**src/rtl/dual_port_ram_pkg.sv**
```systemverilog
// Shared constants and helpers for the dual_port_ram block.
// Optional write-first bypass is enabled by defining DUAL_PORT_RAM_BYPASS_EN.
package dual_port_ram_pkg;

    localparam int DATA_WIDTH_DEF = 4;
    localparam int ADDR_WIDTH_DEF = 4;

    function automatic int depth(input int addr_width);
        return 1 << addr_width;
    endfunction

endpackage

```
**src/rtl/dual_port_ram_rd_port.sv**
```systemverilog
// One read port: registered output that holds while not enabled, with a
// bypass mux that selects same-cycle write data when the top flags a hit.
module dual_port_ram_rd_port
    import dual_port_ram_pkg::*;
#(
    parameter int DATA_WIDTH = DATA_WIDTH_DEF
) (
    input  logic                  clk_i,
    input  logic                  reset_i,
    input  logic                  re_i,
    input  logic [DATA_WIDTH-1:0] mem_data_i,
    input  logic                  bypass_hit_i,
    input  logic [DATA_WIDTH-1:0] bypass_data_i,
    output logic [DATA_WIDTH-1:0] dout_o
);

    logic [DATA_WIDTH-1:0] dout_q;
    logic [DATA_WIDTH-1:0] dout_d;

    always_comb begin
        dout_d = dout_q;
        if (re_i) begin
            dout_d = bypass_hit_i ? bypass_data_i : mem_data_i;
        end
    end

    always_ff @(posedge clk_i) begin
        if (reset_i) begin
            dout_q <= '0;
        end else begin
            dout_q <= dout_d;
        end
    end

    assign dout_o = dout_q;

endmodule

```
**src/rtl/dual_port_ram.sv**
```systemverilog
// True dual-port RAM, single clock, port 1 wins same-address write collisions.
// Define DUAL_PORT_RAM_BYPASS_EN for write-first reads; default is read-first.
module dual_port_ram
    import dual_port_ram_pkg::*;
#(
    parameter int DATA_WIDTH = DATA_WIDTH_DEF,
    parameter int ADDR_WIDTH = ADDR_WIDTH_DEF
) (
    input  logic                  clk,
    input  logic                  reset,
    input  logic                  we1,
    input  logic                  re1,
    input  logic [ADDR_WIDTH-1:0] addr1,
    input  logic [DATA_WIDTH-1:0] din1,
    output logic [DATA_WIDTH-1:0] dout1,
    input  logic                  we2,
    input  logic                  re2,
    input  logic [ADDR_WIDTH-1:0] addr2,
    input  logic [DATA_WIDTH-1:0] din2,
    output logic [DATA_WIDTH-1:0] dout2
);

    localparam int DEPTH = depth(ADDR_WIDTH);

    logic [DATA_WIDTH-1:0] mem_q [DEPTH];

    logic                  same_addr;
    logic                  we2_eff;
    logic                  byp1_hit;
    logic                  byp2_hit;
    logic [DATA_WIDTH-1:0] byp1_data;
    logic [DATA_WIDTH-1:0] byp2_data;

    assign same_addr = (addr1 == addr2);
    // Port 2's write is dropped when port 1 writes the same word.
    assign we2_eff   = we2 && !(we1 && same_addr);

    always_ff @(posedge clk) begin
        if (reset) begin
            for (int i = 0; i < DEPTH; i++) begin
                mem_q[i] <= '0;
            end
        end else begin
            if (we1) begin
                mem_q[addr1] <= din1;
            end
            if (we2_eff) begin
                mem_q[addr2] <= din2;
            end
        end
    end

`ifdef DUAL_PORT_RAM_BYPASS_EN
    // Port 1 data takes precedence, matching what the array stores.
    assign byp1_hit  = we1 || (we2 && same_addr);
    assign byp1_data = we1 ? din1 : din2;
    assign byp2_hit  = we2 || (we1 && same_addr);
    assign byp2_data = (we1 && same_addr) ? din1 : din2;
`else
    assign byp1_hit  = 1'b0;
    assign byp1_data = '0;
    assign byp2_hit  = 1'b0;
    assign byp2_data = '0;
`endif

    dual_port_ram_rd_port #(
        .DATA_WIDTH(DATA_WIDTH)
    ) u_rd_port1 (
        .clk_i        (clk),
        .reset_i      (reset),
        .re_i         (re1),
        .mem_data_i   (mem_q[addr1]),
        .bypass_hit_i (byp1_hit),
        .bypass_data_i(byp1_data),
        .dout_o       (dout1)
    );

    dual_port_ram_rd_port #(
        .DATA_WIDTH(DATA_WIDTH)
    ) u_rd_port2 (
        .clk_i        (clk),
        .reset_i      (reset),
        .re_i         (re2),
        .mem_data_i   (mem_q[addr2]),
        .bypass_hit_i (byp2_hit),
        .bypass_data_i(byp2_data),
        .dout_o       (dout2)
    );

endmodule

```
**config.mk**
```make
export PLATFORM = sky130hd
export DESIGN_NAME = dual_port_ram
export DESIGN_NICKNAME = d
export VERILOG_FILES = /design/src/rtl/dual_port_ram_pkg.sv /design/src/rtl/dual_port_ram_rd_port.sv /design/src/rtl/dual_port_ram.sv
export SDC_FILE = /design/constraint.sdc
export NUM_CORES = 1
export LEC_CHECK = 0
export ABC_AREA = 1
export ABC_CLOCK_PERIOD_IN_PS = 2100
export CORE_ASPECT_RATIO = 0.8
export CORE_MARGIN = 2
export CORE_UTILIZATION = 50
export CTS_BUF_LIST = sky130_fd_sc_hd__clkbuf_8
export DETAILED_ROUTE_END_ITERATION = 7
export GPL_TIMING_DRIVEN = 0
export PLACE_DENSITY = 0.69
export SYNTH_ARGS = -nofsm -noshare
export SYNTH_HDL_FRONTEND = slang
export SYNTH_SLANG_ARGS = --single-unit
export TNS_END_PERCENT = 5
```
**constraint.sdc**
```tcl
create_clock -name clk -period 2.1 [get_ports clk]
set_input_delay 0.42 -clock clk [delete_from_list [all_inputs] [get_ports clk]]
set_output_delay 0.42 -clock clk [all_outputs]
set_load 0.02 [all_outputs]
```
; Yosys cells after proc, flatten, opt, wreduce, memory -nomap -nowiden
; Memory sizes are Yosys's and may differ from the RTL's. A register that Yosys moved wholly into a read port is not among the register bits.
; Cells that the tools add are included.
[classes]
n_reduce_logical = 5
muxes = 14
eq_ne = 1
[op_table]
columns = op, n
row1 = 4-bit two-way mux, 4
row2 = 1-bit two-way mux, 10
row3 = 4-bit OR reduction, 2
row4 = 4-bit equality test, 1
row5 = 1-bit logical AND, 2
row6 = 1-bit logical NOT, 1
[totals]
ramBits = 64
output_inout_bits = 8
word_cells = 21
mem_count = 1
reg_bits = 0
inputBits = 22
[memory_table]
columns = name, words, word_bits, read_ports, rd_clocked_by_memory_dff, wr, line_no
row1 = mem_q, 16, 4, 2, 2, 16, dual_port_ram.sv:25  ; logic [DATA_WIDTH-1:0] mem_q [DEPTH];

; Logic depth before layout (Yosys ltp)
; Gate-level depths: netlist (run 1).
[logic_depth]
ltp_word = 9
mapped_depth = 10
mapped_depth_nobuf = 9

; By module
; A second synthesis (run 1) with hierarchy kept.
[hier_totals]
cells_unflattened = 749
area_unflattened_um2 = 5217.5
[modules_own_cells]
columns = module, seq_area_each_um2, n_inst, cells_per_inst, area_per_inst_um2
row1 = dual_port_ram, 1921.8, 1, 681, 4807.1
row2 = dual_port_ram_rd_port, 80.1, 2, 34, 205.2

; Worst setup path after synthesis (run 1)
; OpenSTA, ideal clock, no wires.
[synth_timing]
path_kind = input -> register
start = in addr1[1]
end = mem mem_q[12][0] in the netlist's numbering, enable pin
n_path_buf = 2
path_stages = 9
arrival_ps = 1378
required_ps = 1810
setup_time_ps = 290
setup_slack_ps = 432
path_cell_list = buf_4 -> inv_4 -> nand2_1 -> nand2_1 -> nor3_2 -> nand2_4 -> buf_6 -> nand3_1 -> nand3_1
[synth_rtl]
columns = item, line_no
row1 = from (decl), dual_port_ram.sv:13  ; input logic [ADDR_WIDTH-1:0] addr1,
row2 = to (decl), dual_port_ram.sv:25

==> results of run 1 <==
cells in the final DEF, fill, tap and decap left out, drive strengths merged:
cell type / n
clkdlybuf4s50: 16
inv: 38
nor3: 2
nor2: 65
o21ai: 15
nand2: 433
clkbuf: 26
dfxtp: 8
buf: 38
bufinv: 2
dlymetal6s2s: 3
a21oi: 1
clkinv: 2
clkinvlp: 2
nand3: 45
nand4: 68
edfxtp: 64
path summary, 6_finish.rpt:
path	start	endpoint	slack [ns]	depth (start not counted)
worst max-delay path	addr2[1]	mem_q[9][1]	0.04	7
worst min-delay path	u_rd_port1.dout_o[0]	u_rd_port1.dout_o[0]	0.51	2
worst min register to register	u_rd_port1.dout_o[0]	u_rd_port1.dout_o[0]	0.51	2
worst max register to register	mem_q[1][1]	u_rd_port1.dout_o[1]	0.84	8
per-layer routing:
metal,track usage [%],routed length (um)
met4,8.94,454
met1,49.9,8190
met2,50.4,7710
met5,0,0
met3,7.36,2250
synth_stat cells (all sizes together):
cell / number / area (um2)
buf: 37 / 241
a21oi: 1 / 5.00
clkbuf: 16 / 60.1
nand3: 45 / 225
nor3: 2 / 20.0
o21ai: 15 / 75.1
nor2: 65 / 294
edfxtp: 64 / 1920
nand2: 433 / 1640
dfxtp: 8 / 160
inv: 38 / 145
nand4: 68 / 425
power by group:
part	internal (mW)	switching, mW
registers	1.66	0.0779
clock network	0.659	0.538
logic	0.206	0.493
total	2.52	1.11
through the flow:
| stage | setup WS (ns) | setup TNS, ns |
|---|---|---|
| 6_report | 0.0359 | 0 |
| 2_1_floorplan | 0.432 | 0 |
| 3_5_place_dp | -0.458 | -30.94 |
| 4_1_cts | -0.0835 | -1.07 |
| 3_3_place_gp | -0.435 | -30.19 |
| 5_1_grt | -0.0456 | -0.471 |
worst register-to-register path: cells and delay by family, from the launching register on:
family	cells	cell delay [ns]
and+or+nand+nor	8	0.68
DFF	1	0.47
layout make-up:
type | count | area (um2) | share of cell area (%)
multi-input combinational | 629 | 2840 | 47.6
sequential | 72 | 2080 | 34.9
buffer | 53 | 304 | 5.09
timing repair buffer | 21 | 213 | 3.56
tap | 140 | 175 | 2.93
inverter | 38 | 149 | 2.49
clock buffer | 9 | 124 | 2.07
clock inverter | 6 | 83.8 | 1.40
flip-flops by register name, indices dropped and copies added (netlist names):
name               cells
mem_q                 64
u_rd_port1.dout_o      4
u_rd_port2.dout_o      4
logic make-up after synthesis:
group / synth area share (%)
and+or+nand+nor: 49.9
DFF: 40.0
AOI/OAI and AO/OA: 1.54
buffers and inverters: 8.57
timing repair:
action                                  4_1_cts  5_1_grt
pin swaps                                     0        3
cloned                                        0        0
endpoints found under the setup margin       24       64
buffers inserted                              0        2
resized for setup                             2       47
==> results by group, run 1 <==
Final layout
  – Final Util: about three fifths
  – Layout cells sized above 1: about an eighth
  – Synthesis-to-finish area growth: 14.6%
  – N_diodes: 0
  – Fillers: between 900 and 1000
  – Finished Cell Area: ~0.0060 mm2
  – Nets@finish: approximately 850
  – Final Non-Filler Cells: 968

Timing
  – Slew Limit Fails: 0
  – WHS: 0.513 ns
  – FMAX: roughly 480 MHz
  – Final setup violation count: 0
  – Final hold violations: 0
  – Slew margin rel.: 52.6%
  – Post-layout min period: about 2.1 ns
  – RSZ-0062 raised after global routing: yes
  – Crit share post-route: between 90% and 100%
  – Layout Skew: 0.0189 ns
  – Slew @ Worst Pin: ~0.71 ns

Placed design
  – Dpl cells: 951
  – I/O Buffers: 19
  – Placed wire-length estimate: between 10 and 15 mm
  – GP Congestion: about 1.0
  – DP Area: ~0.0056 mm2

Global routing
  – Vias in the first global route: slightly below 5000
  – Initial antenna violation count: 0
  – Largest net degree at the start of global routing: 13
  – First-pass GRT wire length: approximately 28 mm
  – Total gr overflow: 0
  – GR Util All Layers: between 30 and 40%

Detailed routing
  – Via density: around 5.8
  – DRT iter0 DRCs: between 800 and 900
  – Number of remaining DRC errors: 0
  – Vias: 5567
  – Final wirelength: roughly 19 mm
  – Drt pass-1 iters: 5
  – Wire per inst: between 15 and 20 um
  – Final ANT Viol Nets: 0

Critical path
  – Delay-heaviest family, CP: buffers and inverters
  – Crit path buffers/inverters: 3
  – Slowest cell on the critical path: clkdlybuf4s50_1
  – WS Path Type: in2reg
  – Required @ worst endpoint: ~2.1 ns
  – CP arrival: 2.11 ns
  – Slowest stage delay, CP: around 0.45 ns
  – Crit. End Element: flip-flop
  – CP Cell Sequence: clkdlybuf4s50_1, buf_2, nor2_2, inv_1, nor2_2, nand3_1, nand3_1
  – Crit Path Max Fanout: 10
  – CP Launch Type: input port

Floorplan
  – Die Wd: ~120 um
  – I/O Pins: 30
  – Initial core utilization: roughly half
  – Chip height: roughly 95 um
  – DIE AREA: 0.0113 mm2
  – # rows: 33
  – Core area: 0.0102 mm2

Power
  – VDD IR max: around 0.33 mV
  – Total power: roughly 3.6 mW
  – Power per cell area: slightly above 600 mW/mm2
  – Leakage: between 2 and 3 nW

Yosys
  – Synthesized cell area: between 0.005 and 0.006 mm2
  – Mapped Nets: between 800 and 900
  – Register area share after synthesis: around two fifths
  – Cell variety after synth: 22
  – Yosys warning count: 0
  – Flops & latches, synth: between 70 and 80
  – Mapped Cells: between 700 and 800
  – Post-Synthesis Mean Instance Area: between 6 and 7 um2

Clocking
  – Clk sinks: just over 70
  – Reg clk slew, reported paths: ~0.08 ns
  – Root buf cell: clkbuf_8
  – Latest clock arrival within the worst-skew pair: between 0.3 and 0.4 ns
  – Clk buf depth: 2
  – H-tree Lvls: 3
  – CTS hold repair buffers: 0
  – CTS Buf Count: 9
  – CTS tree: yes

Hold path
  – Worst hold path type: reg2reg

Run status
  – Status: complete, no violations

Run
  – Max-cap viol count: 0
Note: power is estimated with default switching activity, not from simulation.
==> run 2: changes to the inputs <==
ABC_CLOCK_PERIOD_IN_PS = 2000   (was 2100)
CORE_UTILIZATION = 62   (was 50)
PLACE_DENSITY = 0.82   (was 0.69)
TNS_END_PERCENT = 100   (was 5)
clock period = 2 ns   (was 2.1 ns; I/O delays follow)
==> results by group, run 2 (synthesized netlist as in run 1, its figures left out) <==
Final layout
  – Final Non-Filler Cells: 940
  – Final Util: 74.4%
  – Leading cell type in the layout, fill and taps excluded: nand2_1
  – Synthesis-to-finish area growth: 15.0%
  – Nets@finish: roughly 850
  – Most frequent cells in the layout: nand2_1 (427), nand4_1 (68), edfxtp_1 (64)
  – Largest register FFs: 64
  – Fillers: between 600 and 700
  – Top reg by flops: mem_q
  – Layout cells sized above 1: approximately 14%
  – N_diodes: 0

Clocking
  – Reg clk slew, reported paths: approximately 0.080 ns
  – CTS tree: yes
  – CTS Buf Count: 9
  – Latest clock arrival within the worst-skew pair: ~0.36 ns
  – Root buf cell: clkbuf_8
  – CTS hold repair buffers: 0
  – Clk buf depth: 2
  – Clk sinks: slightly above 70
  – H-tree Lvls: 3

Placed design
  – Dpl cells: slightly above 900
  – Placed wire-length estimate: 12.8 mm
  – I/O Buffers: 19
  – GP Congestion: 1.04
  – Worst slack, placed: -0.516 ns

Hold path
  – Worst hold path type: reg2reg

Timing
  – RSZ-0062 raised after global routing: yes
  – Slew @ Worst Pin: approximately 0.67 ns
  – Final hold violations: 0
  – Slew Limit Fails: 0
  – Final setup violation count: 0
  – Layout Skew: 0.0105 ns
  – Setup ws final: 0.0253 ns
  – Crit share post-route: 98.7%
  – Post-layout min period: just under 2 ns
  – FMAX: approximately 500 MHz
  – Slew margin rel.: between 50% and 60%

Detailed routing
  – DRT iter0 DRCs: between 900 and 1000
  – Wire per inst: ~19 um
  – Final wirelength: roughly 18 mm
  – Vias: just under 6000
  – Number of remaining DRC errors: 0
  – Drt pass-1 iters: 6
  – Final ANT Viol Nets: 0
  – Via density: roughly 6

Floorplan
  – DIE AREA: roughly 0.0092 mm2
  – Die Wd: approximately 110 um
  – Chip height: between 80 and 90 um
  – Core area: ~0.0081 mm2
  – Initial core utilization: roughly 65%
  – # rows: 29
  – I/O Pins: 30

Critical path
  – Slowest stage delay, CP: roughly 0.57 ns
  – CP most frequent cell: nand2_2
  – WS Path Type: in2reg
  – Slowest cell on the critical path: clkdlybuf4s50_1
  – CP arrival: between 2 and 2.5 ns
  – Crit. End Element: flip-flop
  – Required @ worst endpoint: about 2.1 ns
  – CP Launch Type: input port
  – Crit Path Max Fanout: 10
  – R2r setup slk: 0.74 ns
  – CP Cell Sequence: clkdlybuf4s50_1, buf_4, buf_6, nand2_2, nor2_2, nand3_1, nand2_2

Power
  – Leakage: between 2 and 3 nW
  – Power per cell area: between 600 and 700 mW/mm2
  – VDD IR max: 0.508 mV

Global routing
  – First-pass GRT wire length: 27.6 mm
  – GR Util All Layers: around 40%
  – Initial antenna violation count: 1
  – Vias in the first global route: between 5000 and 6000
  – Largest net degree at the start of global routing: 14
  – Total gr overflow: 0

Run
  – Max-cap viol count: 0

Run status
  – Status: complete, no violations
## run 2: area by class of cell
type	instances	area, um2	share of cell area [%]
Clock inverter	7	71.3	1.19
Clock buffer	9	124	2.07
Multi-Input combinational cell	629	2890	48.2
Buffer	53	304	5.07
Inverter	38	145	2.42
Timing Repair Buffer	24	240	4.01
Sequential cell	72	2080	34.7
Tap cell	108	135	2.25
## run 2: path summary, 6_finish.rpt
| kind | depth (start not counted) | from | endpoint |
|---|---|---|---|
| max reg2reg | 8 | mem_q[7][2] | u_rd_port1.dout_o[2] |
| min reg2reg | 2 | u_rd_port1.dout_o[2] | u_rd_port1.dout_o[2] |
| max | 7 | addr2[0] | mem_q[7][0] |
| min | 2 | u_rd_port1.dout_o[2] | u_rd_port1.dout_o[2] |
## run 2: power breakdown
group	switching [mW]	total, mW	internal (mW)
logic	0.524	0.744	0.221
registers	0.0779	1.82	1.74
clock network	0.583	1.16	0.575
## run 2: critical path, delay by kind of cell
kind          cells  cell delay [ns]
buf+inv           3             0.98
simple gates      4             0.67
## run 2: layer usage
layer / part of all wire [%] / global-route usage [%] / vias up / routed length, um
li1: - / - / 2634 / -
met1: 40 / 57.5 / 2535 / 7130
met2: 40 / 56.8 / 526 / 7280
met3: 16 / 12.9 / 100 / 2870
met4: 4.0 / 14.9 / 2 / 720
met5: 0.072 / 0 / - / 13
## run 2: repair_timing
item | CTS | global route
setup buffers | 0 | 5
resized for setup | 19 | 43
pin swaps | 0 | 2
endpoints found under the setup margin | 51 | 68
## run 2: stage by stage
| stage | setup TNS [ns] | cell area (um2) | hold slack [ns] | total power [mW] |
|---|---|---|---|---|
| 2_1_floorplan | 0 | 5210 | 0.567 | 2.26 |
| 3_3_place_gp | -35.46 | 5540 | 0.489 | 2.50 |
| 3_5_place_dp | -38.41 | 5540 | 0.507 | 2.51 |
| 4_1_cts | -0.0318 | 5790 | 0.521 | 3.63 |
| 5_1_grt | -0.363 | 5990 | 0.559 | 3.84 |
| 6_report | 0 | 5990 | 0.520 | 3.72 |
==> run 3: changes to the inputs <==
REMOVE_ABC_BUFFERS = 1   (was unset)
==> results by group, run 3 (synthesized netlist as in run 1, its figures left out) <==
Placed design
  – Dpl cells: 877
  – GP Congestion: 0.983
  – Worst slack, placed: -2.02 ns
  – DP Area: 0.00536 mm2
  – Placed wire-length estimate: roughly 11 mm
  – I/O Buffers: 29

Clocking
  – CTS tree: yes
  – Reg clk slew, reported paths: roughly 0.08 ns
  – Clk sinks: between 70 and 80
  – Clk buf depth: 2
  – CTS hold repair buffers: 0
  – Latest clock arrival within the worst-skew pair: around 0.35 ns
  – Root buf cell: clkbuf_8
  – H-tree Lvls: 3
  – CTS Buf Count: 9

Final layout
  – Nets@finish: between 800 and 900
  – N_diodes: 0
  – Largest register FFs: 64
  – Final Non-Filler Cells: 900
  – Top reg by flops: mem_q
  – Leading cell type in the layout, fill and taps excluded: nand2_1
  – Final Util: 71.4%
  – Finished Cell Area: about 0.0058 mm2
  – Layout cells sized above 1: under 10%
  – Synthesis-to-finish area growth: 10.4%
  – Most frequent cells in the layout: nand2_1 (430), nand4_1 (68), edfxtp_1 (64)
  – Fillers: 696

Critical path
  – Slowest stage delay, CP: 0.37 ns
  – Reg2Reg Depth: 8
  – WS Path Type: in2reg
  – Slowest cell on the critical path: a21oi_4
  – CP arrival: a little under 2 ns
  – CP Cell Sequence: buf_4, inv_2, nand2_1, o21ai_1, a21oi_4, nand2_8, nand3_1, nand3_1
  – Crit. End Element: flip-flop
  – Crit Path Max Fanout: 21
  – Required @ worst endpoint: about 2.1 ns
  – CP Launch Type: input port
  – CP most frequent cell: nand3_1

Detailed routing
  – Wire per inst: around 19 um
  – Via density: approximately 6.3
  – Final ANT Viol Nets: 0
  – Drt pass-1 iters: 6
  – DRT iter0 DRCs: 900
  – Number of remaining DRC errors: 0
  – Vias: 5655
  – Final wirelength: between 15 and 20 mm

Run
  – Max-cap viol count: 0

Floorplan
  – Core area: between 0.008 and 0.009 mm2
  – Die Wd: 107 um
  – Chip height: approximately 86 um
  – Initial core utilization: 64.7%
  – DIE AREA: slightly above 0.009 mm2
  – I/O Pins: 30
  – # rows: 29

Power
  – VDD IR max: ~0.44 mV
  – Power per cell area: 687 mW/mm2
  – Leakage: about 2.7 nW
  – Total power: just under 4 mW

Hold path
  – Worst hold path type: reg2reg
  – Hold Path Depth: 2

Global routing
  – Vias in the first global route: 5243
  – First-pass GRT wire length: around 26 mm
  – Total gr overflow: 0
  – GR Util All Layers: a little under two fifths
  – Largest net degree at the start of global routing: between 50 and 60
  – Initial antenna violation count: 0

Timing
  – Layout Skew: 0.00745 ns
  – Final setup violation count: 0
  – Slew margin rel.: between 30% and 40%
  – RSZ-0062 raised after global routing: no
  – FMAX: 522 MHz
  – Slew Limit Fails: 0
  – Post-layout min period: between 1.5 and 2 ns
  – Slew @ Worst Pin: 0.952 ns
  – Crit share post-route: 95.8%
  – Final hold violations: 0
  – Setup ws final: 0.0844 ns

Run status
  – Status: complete, no violations
==> run 3: cell count changes in the layout (fill, tap and decap cells not counted), sizes merged <==
cell	previous run	this run
buf	41	8
bufinv	1	3
clkbuf	26	11
clkdlybuf4s50	14	20
clkinvlp	2	0
dlymetal6s2s	5	4
inv	40	39
nand2	433	436
nor2	65	66
==> run 3: area by class of cell <==
cell class	instances	area, um2	area share (%)
Clock buffer	10	138	2.39
Clock inverter	6	108	1.87
Inverter	38	160	2.78
Multi-Input combinational cell	633	2800	48.7
Sequential cell	72	2080	36.2
Tap cell	108	135	2.35
Timing Repair Buffer	33	332	5.76
==> run 3: worst paths after layout <==
kind                             start              endpoint  slack, ns
hold reg to reg   u_rd_port2.dout_o[2]  u_rd_port2.dout_o[2]       0.54
setup reg to reg           mem_q[2][1]  u_rd_port2.dout_o[1]       0.80
setup / recovery              addr2[1]          mem_q[10][3]       0.08
hold / removal    u_rd_port2.dout_o[2]  u_rd_port2.dout_o[2]       0.54
==> run 3: per-stage QoR <==
stage	setup TNS (ns)	hold WS (ns)
6_report	0	0.543
3_3_place_gp	-396.13	0.492
3_5_place_dp	-250.07	0.519
2_1_floorplan	-183.62	0.567
5_1_grt	0	0.557
4_1_cts	0	0.540
==> run 3: worst max-delay path: cells and delay by family <==
family,cells,cell delay (ns)
AOI/OAI and AO/OA,2,0.46
and+or+nand+nor,4,0.62
buffers and inverters,2,0.48
==> run 3: power by group <==
| part | total, mW | internal, mW | switching, mW |
|---|---|---|---|
| clock network | 1.43 | 0.858 | 0.572 |
| registers | 1.80 | 1.74 | 0.0610 |
| logic | 0.720 | 0.202 | 0.518 |
==> run 3: what timing repair did <==
item,CTS,global route
setup buffers,3,0
resized for setup,42,15
pin swaps,3,0
setup endpoints to repair,136,128
cloned,3,1
==> run 3: routing by layer <==
| layer | vias to the layer above | routed length, um | track usage [%] |
|---|---|---|---|
| li1 | 2569 | - | - |
| met2 | 506 | 7560 | 60.1 |
| met3 | 68 | 2840 | 7.75 |
| met5 | - | 0 | 0 |
| met4 | 0 | 578 | 16.6 |
| met1 | 2512 | 6270 | 51.6 |
==> RTL change: new RTL, config.mk and constraints of run 3 <==
Set the package constant `ADDR_WIDTH_DEF` to 3 (it was 4).
--- a/src/rtl/dual_port_ram_pkg.sv
+++ b/src/rtl/dual_port_ram_pkg.sv
@@ -3,7 +3,7 @@
 package dual_port_ram_pkg;
 
     localparam int DATA_WIDTH_DEF = 4;
-    localparam int ADDR_WIDTH_DEF = 4;
+    localparam int ADDR_WIDTH_DEF = 3;
 
     function automatic int depth(input int addr_width);
         return 1 << addr_width;
Interface: changed (resized addr1 and addr2); port bits go from 30 to 28. The function was not compared with the original's and may differ.
==> RTL change against run 3 <==
- routed wire length fell by 58%
- synthesized cell count fell by 50%
- final area fell by 45%
- power fell by 51%
- synthesized area fell by 44%
- sequential cell count fell by 32
- combinational power fell by 43%
- sequential power fell by 45%
- sequential share of layout area fell by 0.63 points
- maximum frequency fell by 0.45%
- core utilization fell by 2.0 points
- worst hold slack got worse by 26 ps
- largest power group unchanged
- setup slack got worse by 8.7 ps
==> RTL change: results (changes against run 3) <==
- The met2 usage is 43.4% (-17 points).
- The end point of the worst hold path is u_rd_port2.dout_o[0]$_SDFFE_PP0P_.
- By count the netlist is led by 145 x sky130_fd_sc_hd__nand2_1, 41 x sky130_fd_sc_hd__nand3_1, 39 x sky130_fd_sc_hd__inv_1.
- The launch instance of the worst min-delay path is u_rd_port2.dout_o[0]$_SDFFE_PP0P_.
- The via-per-instance ratio is 5.79 (-7.9%).
- In this run the worst setup path terminates at mem_q[5][3]$_DFFE_PP_.
- The count of cells along the worst register-to-register path is 5 (-3).
- The combinational gate power came to 0.000411 W (-43%).
- The proportion of power drawn by flip-flops and latches was 51.4% (+5.9 points).
- The data arrival time of the worst path is 1930 ps (-50 ps).
- The level count of the clock H-tree is 2 (-1).
- The worst setup slack before clock tree synthesis is -1270 ps (+745 ps).
- The worst hold slack is 517 ps (-26.5 ps).
- The distinct cell type count of the synthesized netlist is 23 (+4.5%).
- The global router's overall resource usage came to 29.7% (-8.4 points).
- The worst reg2reg path startpoint is mem_q[0][2]$_DFFE_PP_.
- Among all stages on the critical path, the largest delay is contributed by sky130_fd_sc_hd__clkdlybuf4s50_1.
- The clock insertion delay at the later pin of the skew report is 300 ps (-50 ps).
- The post-layout net count is 438 (-46%).
- The via count of the first global-routing pass is 2432 (-54%).
- The number of synthesized flops with an enable pin is 32 (-50%).
- The reg-to-reg critical path endpoint is u_rd_port2.dout_o[2]$_SDFFE_PP0P_.
- The wire length per cell was 15.2 µm (-21%).
- The wire length of the first global-routing pass is 11.7 mm (-56%).
- The top fanout value on the critical path is 5 (-76%).
- The final HPWL from detailed placement is 4.94 mm (-54%).
- The synthesized-area fraction occupied by ao, oa, aoi and oai cells is 3.46% (+1.9 points).
- The critical path's largest stage delay was 570 ps (+200 ps).
- The proportion of synthesized chip area in sequential cells came to 38.8% (-1.2 points).
- The areal power density over the cells is 609 mW/mm² (-11%).
- The worst-case clock skew is 12.6 ps (+5.12 ps).
- The number of design-rule violations left by the first detailed-router iteration is 357 (-60%).
- The final critical delay including setup and external delays is 1920 ps (+8.73 ps).
- The area of placed instances is 0.00299 mm² (-44%).
- The total clock buffers created by CTS is 5 (-4).
- The run finished with clean final reports.
- The total routed wire length on the met1 layer is 3.14 mm (-50%).
- The met3 usage in global routing is 7.28% (-0.47 points).
==> RTL change: cell count changes after synthesis, moves of 4 or more <==
cell,run 3,this run
sky130_fd_sc_hd__edfxtp_1,64,32
sky130_fd_sc_hd__nor2_1,47,29
sky130_fd_sc_hd__o211ai_1,0,6
sky130_fd_sc_hd__buf_2,22,5
sky130_fd_sc_hd__inv_1,28,39
sky130_fd_sc_hd__buf_1,4,0
sky130_fd_sc_hd__nand3_1,45,41
sky130_fd_sc_hd__o21ai_0,14,10
sky130_fd_sc_hd__clkdlybuf4s25_2,0,4
sky130_fd_sc_hd__bufbuf_8,0,4
sky130_fd_sc_hd__nand2_1,430,145
sky130_fd_sc_hd__clkbuf_1,16,0
sky130_fd_sc_hd__nand4_1,68,32
==> RTL change: layout make-up <==
cell class              count  area [µm²]
clock buffers               5        68.8
multi-input cells         289        1350
repair buffers             36         343
inverters                  46         181
well taps                  60        75.1
clock inverters             3        12.5
fillers                   378        1390
flip-flops and latches     40        1120
